--- src/rtl/lupdate_gen.sv ---
// Beacon update transmitter: latches a controller config request and streams a
// 12-word beacon update message (head/body/tail) onto the 134-bit packet bus.
module lupdate_gen #(
  parameter logic [7:0]  LMID     = 8'd12,
  parameter logic [15:0] ETH_TYPE = 16'h1662,
  parameter logic [3:0]  MSG_TYPE = 4'hf,
  parameter int          IPG      = 4
) (
  input  logic         clk,
  input  logic         rst_n,
  input  logic [47:0]  in_local_mac_id,
  input  logic         in_cfg_req,
  input  logic [47:0]  in_cfg_dst_mac,
  input  logic         in_cfg_direction,
  input  logic [31:0]  in_cfg_token_bucket_para,
  input  logic [47:0]  in_cfg_direct_mac_addr,
  output logic         out_cfg_ack,
  output logic         out_busy,
  input  logic         in_lu_alf,
  output logic [133:0] out_lu_data,
  output logic         out_lu_data_wr,
  output logic         out_lu_data_valid,
  output logic         out_lu_data_valid_wr,
  output logic [7:0]   out_seq
);

  localparam int GAP_W = (IPG > 1) ? $clog2(IPG) : 1;
  localparam logic [GAP_W-1:0] GAP_LAST = (IPG > 0) ? GAP_W'(IPG - 1) : '0;
  localparam logic [3:0] LAST_WORD = 4'd11;

  localparam logic [1:0] HDR_HEAD = 2'b01;
  localparam logic [1:0] HDR_BODY = 2'b11;
  localparam logic [1:0] HDR_TAIL = 2'b10;

  typedef enum logic [1:0] {
    IDLE = 2'd0,
    SEND = 2'd1,
    GAP  = 2'd2
  } state_t;

  state_t           state;
  logic [3:0]       word_cnt;
  logic [GAP_W-1:0] gap_cnt;
  logic [7:0]       seq;

  // Request payload captured at acceptance; held constant for the whole packet.
  logic [47:0] lat_dst;
  logic [47:0] lat_src;
  logic        lat_dir;
  logic [31:0] lat_tbp;
  logic [47:0] lat_dmac;

  logic         accept;
  logic [1:0]   word_hdr;
  logic [127:0] word_data;

  assign accept  = (state == IDLE) && in_cfg_req;
  assign out_seq = seq;

  // NOTE: payload latches carry no reset; they are only observed in SEND, which
  // cannot be reached without first loading them on an accepted request.
  always_ff @(posedge clk) begin
    if (accept) begin
      lat_dst  <= in_cfg_dst_mac;
      lat_src  <= in_local_mac_id;
      lat_dir  <= in_cfg_direction;
      lat_tbp  <= in_cfg_token_bucket_para;
      lat_dmac <= in_cfg_direct_mac_addr;
    end
  end

  // Word map of the beacon update message, indexed by word_cnt.
  always_comb begin
    // NOTE: every combinational output gets a default before the case so no
    // latch is inferred for the word indices that are not listed.
    word_hdr  = HDR_BODY;
    word_data = '0;
    case (word_cnt)
      4'd0: begin
        word_hdr           = HDR_HEAD;
        word_data[127:80]  = lat_dst;
        word_data[79:32]   = lat_src;
        word_data[31:16]   = ETH_TYPE;
        word_data[11:8]    = MSG_TYPE;
        word_data[7:0]     = seq;
      end
      4'd1: word_data[127:120] = LMID;
      4'd5: begin
        word_data[127:80]  = lat_dmac;
        word_data[79]      = lat_dir;
        word_data[63:32]   = lat_tbp;
      end
      LAST_WORD: word_hdr  = HDR_TAIL;
      default: ;
    endcase
  end

  // NOTE: all state and registered outputs use non-blocking assignments so every
  // register samples pre-edge values regardless of statement order.
  always_ff @(posedge clk or negedge rst_n) begin
    if (!rst_n) begin
      state                <= IDLE;
      word_cnt             <= '0;
      gap_cnt              <= '0;
      seq                  <= '0;
      out_cfg_ack          <= 1'b0;
      out_busy             <= 1'b0;
      out_lu_data          <= '0;
      out_lu_data_wr       <= 1'b0;
      out_lu_data_valid    <= 1'b0;
      out_lu_data_valid_wr <= 1'b0;
    end else begin
      out_cfg_ack          <= 1'b0;
      out_lu_data          <= '0;
      out_lu_data_wr       <= 1'b0;
      out_lu_data_valid    <= 1'b0;
      out_lu_data_valid_wr <= 1'b0;
      case (state)
        IDLE: begin
          if (in_cfg_req) begin
            state       <= SEND;
            word_cnt    <= '0;
            out_cfg_ack <= 1'b1;
            out_busy    <= 1'b1;
          end
        end
        SEND: begin
          // Almost-full only delays the current word; nothing advances.
          if (!in_lu_alf) begin
            out_lu_data    <= {word_hdr, 4'h0, word_data};
            out_lu_data_wr <= 1'b1;
            if (word_cnt == LAST_WORD) begin
              out_lu_data_valid    <= 1'b1;
              out_lu_data_valid_wr <= 1'b1;
              seq                  <= seq + 8'd1;
              word_cnt             <= '0;
              gap_cnt              <= '0;
              if (IPG == 0) begin
                state    <= IDLE;
                out_busy <= 1'b0;
              end else begin
                state    <= GAP;
              end
            end else begin
              word_cnt <= word_cnt + 4'd1;
            end
          end
        end
        GAP: begin
          if (gap_cnt == GAP_LAST) begin
            state    <= IDLE;
            out_busy <= 1'b0;
          end else begin
            gap_cnt  <= gap_cnt + 1'b1;
          end
        end
        default: begin
          state    <= IDLE;
          out_busy <= 1'b0;
        end
      endcase
    end
  end

endmodule

--- config.mk ---
export PLATFORM = sky130hd
export DESIGN_NAME = lupdate_gen
export DESIGN_NICKNAME = d
export VERILOG_FILES = /design/src/rtl/lupdate_gen.sv
export SDC_FILE = /design/constraint.sdc
export NUM_CORES = 1
export LEC_CHECK = 0
export ABC_AREA = 1
export ABC_CLOCK_PERIOD_IN_PS = 5330
export BUFFER_PORTS_ARGS = -buffer_cell sky130_fd_sc_hd__buf_2
export CAP_MARGIN = 40
export CORE_ASPECT_RATIO = 1.75
export CORE_MARGIN = 3
export CORE_UTILIZATION = 51
export DETAILED_ROUTE_END_ITERATION = 10
export PLACE_DENSITY = 0.9
export SLEW_MARGIN = 10
export SYNTH_ARGS = -nofsm -noshare
export SYNTH_HDL_FRONTEND = slang
export SYNTH_SLANG_ARGS = --single-unit
--- constraint.sdc ---
create_clock -name clk -period 5.33 [get_ports clk]
set_input_delay 0.2665 -clock clk [delete_from_list [all_inputs] [get_ports clk]]
set_output_delay 0.2665 -clock clk [all_outputs]
set_load 0.01 [all_outputs]
==> implementation parameters <==
Parameter                              Value

STA
  Final worst path period need    2450 ps
  Setup TNS    0 ps
  Number of max-slew violations in the final report    0
  Fin worst setup slack    2880 ps
  Final setup fails    0
  Unrepaired setup endpoints after global routing    false
  Transition at the pin with the smallest max-transition slack    814 ps
  Remaining max-slew budget at the tightest pin    45.7%
  Fraction of the cycle the final worst path needs    46.0%
  Number of failing hold endpoints at the final stage    0
  Clock Skews    13.5 ps
  Max Clock Freq    407 MHz

Die
  Height of the chip    197 µm
  IO Count    328
  Die boundary width    115 µm
  Core Rows    69
  Floorplan core area    20400 µm²
  Die footprint    22600 µm²
  Starting density of the core    52.0%

Cells and area
  Share of post-route cells with drive strength above 1    29.2%
  Net count, final    1424
  End-of-flow core utilization    72.9%
  Ant diodes    0
  Area growth syn-to-layout    40.0%
  Footprint of the flip-flops and latches    8490 µm²
  Area of combinational cells with multiple inputs    1620 µm²
  Filler Cells Inserted    1205

Detailed routing
  Vias per cell    5.16
  Remaining DRCs    0
  Vias    7764
  First-pass iteration count of the detailed router    5
  Initial detailed-routing violation count    609
  Drt total wl    29.8 mm
  Count of nets left with antenna violations after detail routing    0
  Mean routed wirelength per cell    19.8 µm

Logic synthesis
  Count of synthesis-stage warnings from yosys    0
  Async set-or-reset flop fraction in the synthesized netlist    41.8%
  Main area contributors after synthesis    sky130_fd_sc_hd__edfxtp_1 50%, sky130_fd_sc_hd__dfrtp_1 30%, sky130_fd_sc_hd__nand2_1 6.9%
  Cell accounting for the most synthesized area    sky130_fd_sc_hd__edfxtp_1
  Flip-flop and latch count after synthesis    304
  Most frequent cell after synthesis    sky130_fd_sc_hd__nand2_1
  Number of distinct library cell variants in the gate-level netlist after synthesis    23
  Mapped Cells    754
  Number of synthesized flops with an enable pin    177
  Area share of the largest cell type after synthesis    50.1%
  Combined area of all synthesized cells    10600 µm²
  Most numerous cell types in the synthesized netlist    196 x sky130_fd_sc_hd__nand2_1, 177 x sky130_fd_sc_hd__edfxtp_1, 127 x sky130_fd_sc_hd__dfrtp_1, 88 x sky130_fd_sc_hd__nand3_1, 38 x sky130_fd_sc_hd__inv_1
  Sequential fraction of the synthesis area    80.1%
  Top flip-flop cell by instance count after synthesis    sky130_fd_sc_hd__edfxtp_1
  Syn_area_per_cell    14.1 µm²

Pwr
  Power density over cell area    414 nW/µm²
  Worst ir drop on vdd    0.353 mV
  Reported leakage power    7.06 nW

GRT
  GRT Residual Overflow    0
  Maximum number of pins on one net before global-route repair    69
  Via count of the first global-routing pass    8260
  Initial antenna violation count    0
  First-pass GRT wire length    44.8 mm
  GRT Total Usage    26.2%

Setup path
  Stage delay of the slowest cell on the critical path    700 ps
  Element type at the critical path start    flip-flop
  Critical-path cell list    inv_1 > nand3_1 > inv_6 > buf_4
  Capturing element type of the critical path    flip-flop
  Worst path required time    5480 ps
  Library cell contributing the largest single delay on the critical path    sky130_fd_sc_hd__buf_4
  Worst setup path class    flip-flop to flip-flop
  Critical path data arrival time    2600 ps
  CP max FO    68

Placement
  Port Buffers    309
  Setup Slack @ Placement    2920 ps
  Dpl hpwl    16.5 mm
  Final weighted congestion in routability-driven placement    0.822

Clock tree
  Register clock-pin slew on the reported worst setup and hold paths    60 ps
  Total CTS buffers    27
  Clock Latency Late Sink    520 ps
  Clock Tree Buf Depth    3
  CTS sink cnt    304
  Root buffer cell    sky130_fd_sc_hd__clkbuf_16
  H-tree levels    1
  Clock tree from TritonCTS    done

Status
  Status    complete, no violations

Worst hold path
  Worst hold-check path type    input pin to flip-flop

Flow run
  Max-cap violations    0
## sequential cells by signal, summed over array words and instances, names as in the netlist
| name | cells |
|---|---|
| lat_dir | 1 |
| lat_src | 48 |
| lat_dst | 48 |
| gap_cnt | 2 |
| out_seq | 8 |
| out_lu_data_valid_wr | 1 |
| out_cfg_ack | 1 |
| word_cnt | 4 |
| out_lu_data_wr | 1 |
| out_busy | 1 |
| state | 2 |
| lat_dmac | 48 |
| lat_tbp | 32 |
| out_lu_data | 107 |
## placed cells by master, fill, tap and decap left out, types with 5 or more instances in the layout
master	instances
sky130_fd_sc_hd__buf_4	6
sky130_fd_sc_hd__inv_1	37
sky130_fd_sc_hd__dfrtp_1	127
sky130_fd_sc_hd__dlygate4sd3_1	178
sky130_fd_sc_hd__buf_2	308
sky130_fd_sc_hd__nor2_1	32
sky130_fd_sc_hd__ha_1	5
sky130_fd_sc_hd__a21oi_1	8
sky130_fd_sc_hd__clkbuf_8	6
sky130_fd_sc_hd__o21ai_0	11
sky130_fd_sc_hd__edfxtp_1	177
sky130_fd_sc_hd__clkbuf_16	27
sky130_fd_sc_hd__conb_1	18
sky130_fd_sc_hd__nand2_1	196
sky130_fd_sc_hd__nand3_1	88
sky130_fd_sc_hd__clkbuf_1	5
## cell type report
cell class	instances	share of cell area (%)
clock buffer	38	5.23
clock inverter	11	0.582
inverter	42	1.10
multi-input combinational	369	10.9
sequential	304	57.2
tap	248	2.09
timing repair buffer	494	22.9
## repair_timing
action                                  CTS  global route
hold buffers                            178             0
resized for setup                         0             0
hold endpoints to repair                239             0
endpoints found under the setup margin    0             0
setup buffers                             0             0
## path summary, 6_finish.rpt
path	from	endpoint	slack, ps	cells past startpoint
max	state[0]$_DFFE_PN0P_	lat_src[34]$_DFFE_PP_	2880	4
min	in_lu_alf	state[0]$_DFFE_PN0P_	80	3
max reg2reg	state[0]$_DFFE_PN0P_	lat_src[34]$_DFFE_PP_	2880	4
min reg2reg	lat_dst[15]$_DFFE_PP_	out_lu_data[95]$_DFF_PN0_	440	2
max in group asynchronous	rst_n	out_lu_data[115]$_DFF_PN0_	3700	3
min in group asynchronous	rst_n	out_lu_data[105]$_DFF_PN0_	310	2
## layer usage
metal	vias up	wire length (µm)	global-route usage, %
li1	3443	-	-
met1	3669	9310	28.1
met2	526	16300	47.5
met3	126	2330	4.64
met4	0	1870	14.8
met5	-	0	0
## power breakdown
part           switching (mW)  internal [mW]
combinational           0.800          0.412
sequential              0.151           2.90
clock                   0.827           1.06
## metrics by stage
stage	hold slack, ps	instance area (µm²)	total power, mW	instances
4_1_cts	48.1	14800	6.11	1506
6_report	78.4	14800	6.15	1506
2_1_floorplan	-29.1	10700	3.73	771
3_5_place_dp	288	12200	4.14	1279
3_3_place_gp	284	12200	4.08	1278
5_1_grt	59.5	14800	6.42	1506
## cell families (layout without fill, tap and decap cells)
logic type / count (synthesis) / in the layout / share of synthesized area (%)
xor+xnor: 3 / 3 / 0.248
buf+inv: 98 / 585 / 5.30
flops: 304 / 304 / 80.1
fa+ha+maj: 5 / 5 / 0.590
other cells: 1 / 18 / 0.0354
compound gates: 20 / 20 / 0.979
simple gates: 323 / 323 / 12.7
## critical path, delay by kind of cell, from the launching register on
family | cells | cell delay [ps]
simple gates | 1 | 230
flops | 1 | 420
buf+inv | 3 | 1340
Note: power is estimated with default switching activity, not from simulation.
